--- config.mk ---
export PLATFORM = sky130hd
export DESIGN_NAME = sched_buffer_issuer
export DESIGN_NICKNAME = d
export VERILOG_FILES = /design/src/rtl/sched_buffer_issuer.sv
export SDC_FILE = /design/constraint.sdc
export NUM_CORES = 1
export LEC_CHECK = 0
export BUFFER_PORTS_ARGS = -buffer_cell sky130_fd_sc_hd__buf_2
export CORE_ASPECT_RATIO = 2
export CORE_MARGIN = 3
export CORE_UTILIZATION = 55
export DETAILED_ROUTE_END_ITERATION = 10
export PLACE_DENSITY_LB_ADDON = 0.15
export SKIP_CTS_REPAIR_TIMING = 1
export SYNTH_ARGS = -nofsm -noshare
export SYNTH_HDL_FRONTEND = slang
export SYNTH_SLANG_ARGS = --single-unit
--- constraint.sdc ---
create_clock -name CLK -period 4.65 [get_ports CLK]
set_input_delay 0.2325 -clock CLK [delete_from_list [all_inputs] [get_ports CLK]]
set_output_delay 0.2325 -clock CLK [all_outputs]
set_load 0.005 [all_outputs]
--- src/rtl/sched_buffer_issuer.sv ---
// sched_buffer_issuer: cache-side initiator for the DRAM scheduler buffer.
// Stages read/write requests in a small FIFO and issues them one per cycle
// against a credit counter sized to the scheduler queue. Completions are
// retired through a three-state handshake (WAIT -> DONE -> RESP).
// Optional macro ISSUER_CALLBACK_CHECK_EN adds an in-order tracker that
// flags scheduler callback addresses that disagree with issue order.
module sched_buffer_issuer #(
   parameter int unsigned WORD_W      = 32,
   parameter int unsigned DEPTH       = 4,
   parameter int unsigned SCHED_DEPTH = 8
) (
   input  logic              CLK,
   input  logic              RST,
   input  logic              req_ren,
   input  logic              req_wen,
   input  logic [WORD_W-1:0] req_addr,
   input  logic [WORD_W-1:0] req_wdata,
   output logic              req_ready,
   output logic              dREN,
   output logic              dWEN,
   output logic [WORD_W-1:0] ramaddr,
   output logic [WORD_W-1:0] memstore,
   output logic              request_done,
   input  logic [WORD_W-1:0] memaddr_callback,
   input  logic              dram_done,
   input  logic [WORD_W-1:0] dram_rdata,
   output logic              resp_valid,
   input  logic              resp_ready,
   output logic [WORD_W-1:0] resp_addr,
   output logic [WORD_W-1:0] resp_rdata,
   output logic              overrun_err,
   output logic              cb_err
);

   localparam int unsigned AW = $clog2(DEPTH);
   localparam int unsigned CW = $clog2(SCHED_DEPTH + 1);
   localparam logic [AW:0]   PTR_ONE  = (AW + 1)'(1);
   localparam logic [CW-1:0] CRED_ONE = CW'(1);
   localparam logic [CW-1:0] CRED_MAX = CW'(SCHED_DEPTH);

   typedef enum logic [1:0] {ST_WAIT, ST_DONE, ST_RESP} state_t;

   logic              fifo_wen  [DEPTH];
   logic [WORD_W-1:0] fifo_addr [DEPTH];
   logic [WORD_W-1:0] fifo_data [DEPTH];
   logic [AW:0]       wr_ptr, rd_ptr;
   logic [CW-1:0]     credits;
   logic              empty, full, push, pop;
   state_t            state;

   assign empty     = (wr_ptr == rd_ptr);
   assign full      = (wr_ptr[AW] != rd_ptr[AW]) && (wr_ptr[AW-1:0] == rd_ptr[AW-1:0]);
   assign req_ready = !full;
   assign push      = (req_ren | req_wen) & req_ready;
   assign pop       = !empty && (credits != '0);

   // Staging FIFO storage; contents need no reset since pointers gate them
   always_ff @(posedge CLK) begin
      if (push) begin
         fifo_wen[wr_ptr[AW-1:0]]  <= req_wen;
         fifo_addr[wr_ptr[AW-1:0]] <= req_addr;
         fifo_data[wr_ptr[AW-1:0]] <= req_wdata;
      end
   end

   // Staging FIFO pointers, extra MSB distinguishes full from empty
   always_ff @(posedge CLK or posedge RST) begin
      if (RST) begin
         wr_ptr <= '0;
         rd_ptr <= '0;
      end else begin
         if (push) wr_ptr <= wr_ptr + PTR_ONE;
         if (pop)  rd_ptr <= rd_ptr + PTR_ONE;
      end
   end

   // Registered issue: pulse dREN/dWEN the cycle after the head is popped
   always_ff @(posedge CLK or posedge RST) begin
      if (RST) begin
         dREN     <= 1'b0;
         dWEN     <= 1'b0;
         ramaddr  <= '0;
         memstore <= '0;
      end else begin
         dREN <= pop && !fifo_wen[rd_ptr[AW-1:0]];
         dWEN <= pop &&  fifo_wen[rd_ptr[AW-1:0]];
         if (pop) begin
            ramaddr <= fifo_addr[rd_ptr[AW-1:0]];
            if (fifo_wen[rd_ptr[AW-1:0]]) memstore <= fifo_data[rd_ptr[AW-1:0]];
         end
      end
   end

   // Credit counter: issue consumes, retire returns, saturating at capacity
   always_ff @(posedge CLK or posedge RST) begin
      if (RST) begin
         credits <= CRED_MAX;
      end else begin
         case ({pop, request_done})
            2'b10:   credits <= credits - CRED_ONE;
            2'b01:   if (credits < CRED_MAX) credits <= credits + CRED_ONE;
            default: credits <= credits;
         endcase
      end
   end

   // Completion FSM with registered request_done / response outputs
   always_ff @(posedge CLK or posedge RST) begin
      if (RST) begin
         state        <= ST_WAIT;
         request_done <= 1'b0;
         resp_valid   <= 1'b0;
         resp_addr    <= '0;
         resp_rdata   <= '0;
         overrun_err  <= 1'b0;
      end else begin
         request_done <= 1'b0;
         if (dram_done && state != ST_WAIT) overrun_err <= 1'b1;
         case (state)
            ST_WAIT: begin
               if (dram_done) begin
                  resp_rdata   <= dram_rdata;
                  request_done <= 1'b1;
                  state        <= ST_DONE;
               end
            end
            ST_DONE: begin
               resp_addr  <= memaddr_callback;
               resp_valid <= 1'b1;
               state      <= ST_RESP;
            end
            ST_RESP: begin
               if (resp_ready) begin
                  resp_valid <= 1'b0;
                  state      <= ST_WAIT;
               end
            end
            default: state <= ST_WAIT;
         endcase
      end
   end

`ifdef ISSUER_CALLBACK_CHECK_EN
   localparam int unsigned TW = $clog2(SCHED_DEPTH);
   localparam logic [TW:0] TR_ONE = (TW + 1)'(1);

   logic [WORD_W-1:0] tr_mem [SCHED_DEPTH];
   logic [TW:0]       tr_wr, tr_rd;
   logic              tr_empty;

   assign tr_empty = (tr_wr == tr_rd);

   // Tracker storage: record each issued address in issue order
   always_ff @(posedge CLK) begin
      if (pop) tr_mem[tr_wr[TW-1:0]] <= fifo_addr[rd_ptr[AW-1:0]];
   end

   // Tracker pointers and sticky mismatch flag; credits bound occupancy
   always_ff @(posedge CLK or posedge RST) begin
      if (RST) begin
         tr_wr  <= '0;
         tr_rd  <= '0;
         cb_err <= 1'b0;
      end else begin
         if (pop) tr_wr <= tr_wr + TR_ONE;
         if (request_done) begin
            if (tr_empty) begin
               cb_err <= 1'b1;
            end else begin
               tr_rd <= tr_rd + TR_ONE;
               if (memaddr_callback != tr_mem[tr_rd[TW-1:0]]) cb_err <= 1'b1;
            end
         end
      end
   end
`else
   assign cb_err = 1'b0;
`endif

endmodule
Yosys cells after proc, flatten, opt, wreduce, memory -nomap -nowiden:

Memories as Yosys holds them, arrays and structs flattened. A register that Yosys moved wholly into a read port is not among the register bits.
Index checks and enable logic that the tools add are counted.

* register bits: 81
* RAM bits: 260
* input bits: 134
* output and inout port bits: 135
* logic and storage cells: 60
* memories kept: 3

* add/sub/neg operators: 4
* order comparisons: 1
* eq/ne operators: 10
* multiplexer cells: 11
* bitwise operators: 2
* reductions and logical operators: 18

Memories
* fifo_addr: depth 4, width 32, rd ports 1, clocked after Yosys merged registers in 1, write ports 1, RTL line 44 `logic [WORD_W-1:0] fifo_addr [DEPTH];`
* fifo_data: depth 4, width 32, rd ports 1, clocked after Yosys merged registers in 1, write ports 1, RTL line 45 `logic [WORD_W-1:0] fifo_data [DEPTH];`
* fifo_wen: depth 4, width 1, rd ports 1, clocked after Yosys merged registers in 0, write ports 1, RTL line 43 `logic fifo_wen [DEPTH];`

Operators with widths (count)
* AND reduction 2 bit: 5
* one-hot mux 4 bit (2 select lines): 1
* adder 3 x 1 -> 3 bit, second input constant: 2
* != test 2 bit, second input constant: 3
* one-hot mux 2 bit (3 select lines): 1
* nonzero test 2 bit: 3
* logical AND 1 bit: 5
* 2-to-1 mux 1 bit: 5
* adder 4 x 1 -> 4 bit, second input constant: 1
* equality test 2 x 1 -> 1 bit, second input constant: 2
* equality test 2 bit, second input constant: 2
* less-than comparator 4 bit, second input constant: 1
* 2-to-1 mux 2 bit: 2
* 2-to-1 mux 4 bit: 1
* nonzero test 4 bit: 1
* subtractor 4 x 1 -> 4 bit, second input constant: 1
* equality test 3 bit: 1
* logical NOT 1 bit: 3
* equality test 2 bit: 1
* logical NOT 2 bit: 1
* one-hot mux 1 bit (2 select lines): 1
* AND 1 bit: 1
* != test 1 bit: 1
* OR 1 bit: 1

Depth between registers and ports, before layout:

* depth in word-level cells: 6
* depth in mapped cells: 9
* gate-level depth less buffers: 8

Least setup slack after synthesis:

No wires, ideal clock.

* path kind: reg-to-reg
* start point: reg rd_ptr[1]
* end point: mem fifo_addr[3][0] (enable)
* setup time: 431 ps
* arrival: 2694 ps
* required time: 4219 ps
* setup slack: 1524 ps
* cell stages (with the launch flop): 5
* clock period less this slack: 3126 ps
* path through: dfrtp_1 > buf_2 > xnor2_2 > a31oi_1 > and2_1

* cells in the longest elaborated chain, start to end: 6

RTL lines
* start, declared: RTL line 46 `logic [AW:0] wr_ptr, rd_ptr;`
* start signal, assigned: RTL line 73 `if (pop) rd_ptr <= rd_ptr + PTR_ONE;`
* equality test 2 bit: RTL line 52 `assign full = (wr_ptr[AW] != rd_ptr[AW]) && (wr_ptr[AW-1:0] == rd_ptr[AW-1:0]);`
* logical AND 1 bit: RTL line 52
* logical NOT 1 bit: RTL line 53 `assign req_ready = !full;`
* AND 1 bit: RTL line 54 `assign push = (req_ren | req_wen) & req_ready;`
* 2-to-1 mux 1 bit: RTL line 59 `if (push) begin`
* 2-to-1 mux 1 bit (not written as such): RTL line 61 `fifo_addr[wr_ptr[AW-1:0]] <= req_addr;`
* end, declared: RTL line 44

No other way between the ends.

Final worst setup path:

* start point: reg rd_ptr[0]
* end point: reg credits[3]

* cells in the longest elaborated chain, start to end: 6

RTL lines
* equality test 3 bit (*): RTL line 51 `assign empty = (wr_ptr == rd_ptr);`
* logical NOT 1 bit (*): RTL line 55 `assign pop = !empty && (credits != '0);`
* logical AND 1 bit (*): RTL line 55
* equality test 2 x 1 -> 1 bit / equality test 2 bit (equally long branches): RTL line 99 `case ({pop, request_done})`
* != test 2 bit (no line) / nonzero test 2 bit (equally long branches)
* AND reduction 2 bit (no line)
* end signal, assigned: RTL line 100 `2'b10: credits <= credits - CRED_ONE;`
* end signal, assigned: RTL line 101 `2'b01: if (credits < CRED_MAX) credits <= credits + CRED_ONE;`
* end signal, assigned: RTL line 102 `default: credits <= credits;`
* end, declared: RTL line 47 `logic [CW-1:0] credits;`

Mark *: on every way between the ends. The rest lies on a longest branch, timed or not.
A chain may end at the register's enable or synchronous reset.

==> reports/results.tsv <==
metric	value	unit
ANT nets after route	0	
GPL Wtd Cong	0.740	
synth top area cells	edfxtp_1, dfrtp_1, mux4_2, mux2_2, ha_1	
CTS buffer count	35	
vias in the first global route	7927	
Syn Inst Count	703	
Fillers	1680	
DRC Markers	0	
Wirelength per Cell	20.5	um
R2R depth	8	
final setup violating endpoints	0	
ys async rst share	0.358	
Final Total Pwr	13500	uW
Initial Util	0.559	
Die X	123	um
DIE HEIGHT	240	um
worst skew pair latency	520	ps
Post-DP Area	16800	sq um
syn nets	845	
average via count per standard cell	5.39	
slowest CP cell	dfrtp_4	
Tmin final	3070	ps
Hold/Removal Path Class	input pin to register	
Clock Root Buffer	clkbuf_16	
top cells by count, synth	edfxtp_1, dfrtp_1, mux2_2	
Crit Path Category	register to register	
slew at the pin with the worst max-slew slack	1040	ps
initial antenna violation count	1	
Clk pin slew, worst setup/hold paths	70	ps
most common cell in the netlist	edfxtp_1	
cell area after layout	19300	sq um
Final Non-Filler Cells	1487	
io pins	269	
crit end category	register	
share of cells above drive strength 1	0.471	
first-pass GRT wire length	42900	um
total track usage	0.192	
Iter 0 DRT Violations	368	
max_slew headroom	0.304	
Max Cap Viol	0	
status	completed	
CP Data Arrival Time	3520	ps
crit-path cells	xor2_1 -> nor3_2 -> o21ai_0 -> ha_1 -> a21o_1 -> a21o_1 -> or4b_1 -> nand3_1	
main flop type after synthesis	edfxtp_1	
Worst Clk Skew	13.1	ps
CTS tree	done	
Hold Vio Cnt, Final	0	
share of the yosys chip area belonging to registers	0.757	
Reg-to-Reg End	credits[3]$_DFFE_PP1P_	
fmax	0.326	GHz
GRT overflow	0	
synthesized area per cell	21.5	sq um
Max Slew Vio Count	0	
CP Launch Type	register	
Pre-antenna DRT Iters	4	
setup TNS	0	ps
die footprint	29600	sq um
Hold Crit Depth	4	
leakage power	0.00748	uW
via count	8010	
Area Growth Syn to Fin	27.5	%
Pwr Density	701	nW/um^2
reg-to-reg startpoint	rd_ptr[0]$_DFFE_PP0P_	
crit-path most repeated cell	a21o_1	
hold wc startpoint	resp_ready	
htree depth	2	
Worst IR Drop VDD	0.000428	V
mapped cell area	15100	sq um
FF+latch count, synth	405	
Hold EP	resp_valid$_DFFE_PP0P_	
R2R setup slack	1580	ps
largest net degree at the start of global routing	76	
total core area	27000	sq um
cell count after placement	1292	
CTS Sinks	405	
RSZ-0062 raised after global routing	false	
Util after Layout	0.714	
final WL	30500	um
CP max FO	29	
Final HPWL DP	17800	um
top cell type's share of synthesized area	0.517	
fin nets	1254	
largest area contributor in the netlist	edfxtp_1	
yosys warns	0	
number of enable flip-flop cells after synthesis	260	
fin crit share	0.660	
row count	85	
CTS Buffer Depth	3	
Synth cell types	43	
Crit path required time	5110	ps
Port Buffers	267	
Worst path max stage delay	800	ps
routing by layer:
metal / up-vias / track usage / wire [um]
met1: 4136 / 0.225 / 11200
li1: 3576 / - / -
met4: 0 / 0.0723 / 876
met3: 50 / 0.0410 / 1700
met5: - / 0 / 0
met2: 248 / 0.344 / 16700
kinds of logic after synthesis:
logic type / Yosys count / share of synthesized area
compound gates: 17 / 0.00836
flops: 405 / 0.757
simple gates: 27 / 0.0122
buf+inv: 39 / 0.0135
fa+ha+maj: 8 / 0.00712
other cells: 1 / 0.000248
mux: 195 / 0.194
xor+xnor: 11 / 0.00737
worst max-delay path by stage:
stage,startpoint,to,slack [ps],cells past startpoint
CTS,rd_ptr[0]$_DFFE_PP0P_,credits[3]$_DFFE_PP1P_,1520,8
global placement,rd_ptr[0]$_DFFE_PP0P_,credits[3]$_DFFE_PP1P_,1620,8
global route,rd_ptr[0]$_DFFE_PP0P_,credits[3]$_DFFE_PP1P_,1350,8
floorplan,RST,credits[0]$_DFFE_PP0P_,520,1
detailed placement,rd_ptr[0]$_DFFE_PP0P_,credits[3]$_DFFE_PP1P_,1570,8
finish,rd_ptr[0]$_DFFE_PP0P_,credits[3]$_DFFE_PP1P_,1580,8
critical path, delay by kind of cell, from the launching register on:
family	cells	cell delay, ps
adders and majority gates	1	330
and+or+nand+nor	3	1030
xor gates and xnor gates	1	190
AOI/OAI and AO/OA	3	660
DFF	1	800
through the flow:
stage	setup WS, ps	hold slack [ps]
2_1_floorplan	525	331
3_3_place_gp	1620	405
3_5_place_dp	1570	413
4_1_cts	1520	-143
5_1_grt	1350	96.1
6_report	1580	66.5
where the power goes:
part | leakage, uW | internal (uW) | switching, uW
Clock | 0.000575 | 1720 | 1230
Sequential | 0.00410 | 5420 | 623
Combinational | 0.00281 | 2380 | 2130
area by class of cell:
class	count	area, sq um	share of cell area
clock inverters	14	171	0.00889
clock buffers	49	995	0.0516
inverters	7	31.3	0.00162
flip-flops and latches	405	11400	0.594
well taps	348	435	0.0226
multi-input cells	259	3490	0.181
repair buffers	404	2710	0.140
diodes	1	2.50	0.000130
cells in the final DEF (no fill, tap or decap), types with 3 or more instances in the layout:
master	synthesis	layout
buf_2	16	267
edfxtp_1	260	260
dfrtp_1	144	142
dlygate4sd3_1	0	131
mux2_2	129	129
mux4_2	66	66
clkbuf_16	0	37
clkbuf_1	6	9
ha_1	7	7
inv_1	7	6
xor2_1	5	5
o21ai_0	5	5
clkinv_2	0	5
buf_4	6	5
xnor2_1	4	4
and2_4	0	4
bufinv_16	0	4
nor3b_1	3	3
nand2_1	3	3
clkinv_1	0	3
flip-flops by register name (all words and copies together) (netlist names), 4 cells and up:
register and count:
memstore 32, ramaddr 32, resp_addr 32, resp_rdata 32
credits 4, fifo_data 128, fifo_addr 128, fifo_wen 4
No activity file was read; power rests on OpenSTA's default activity.
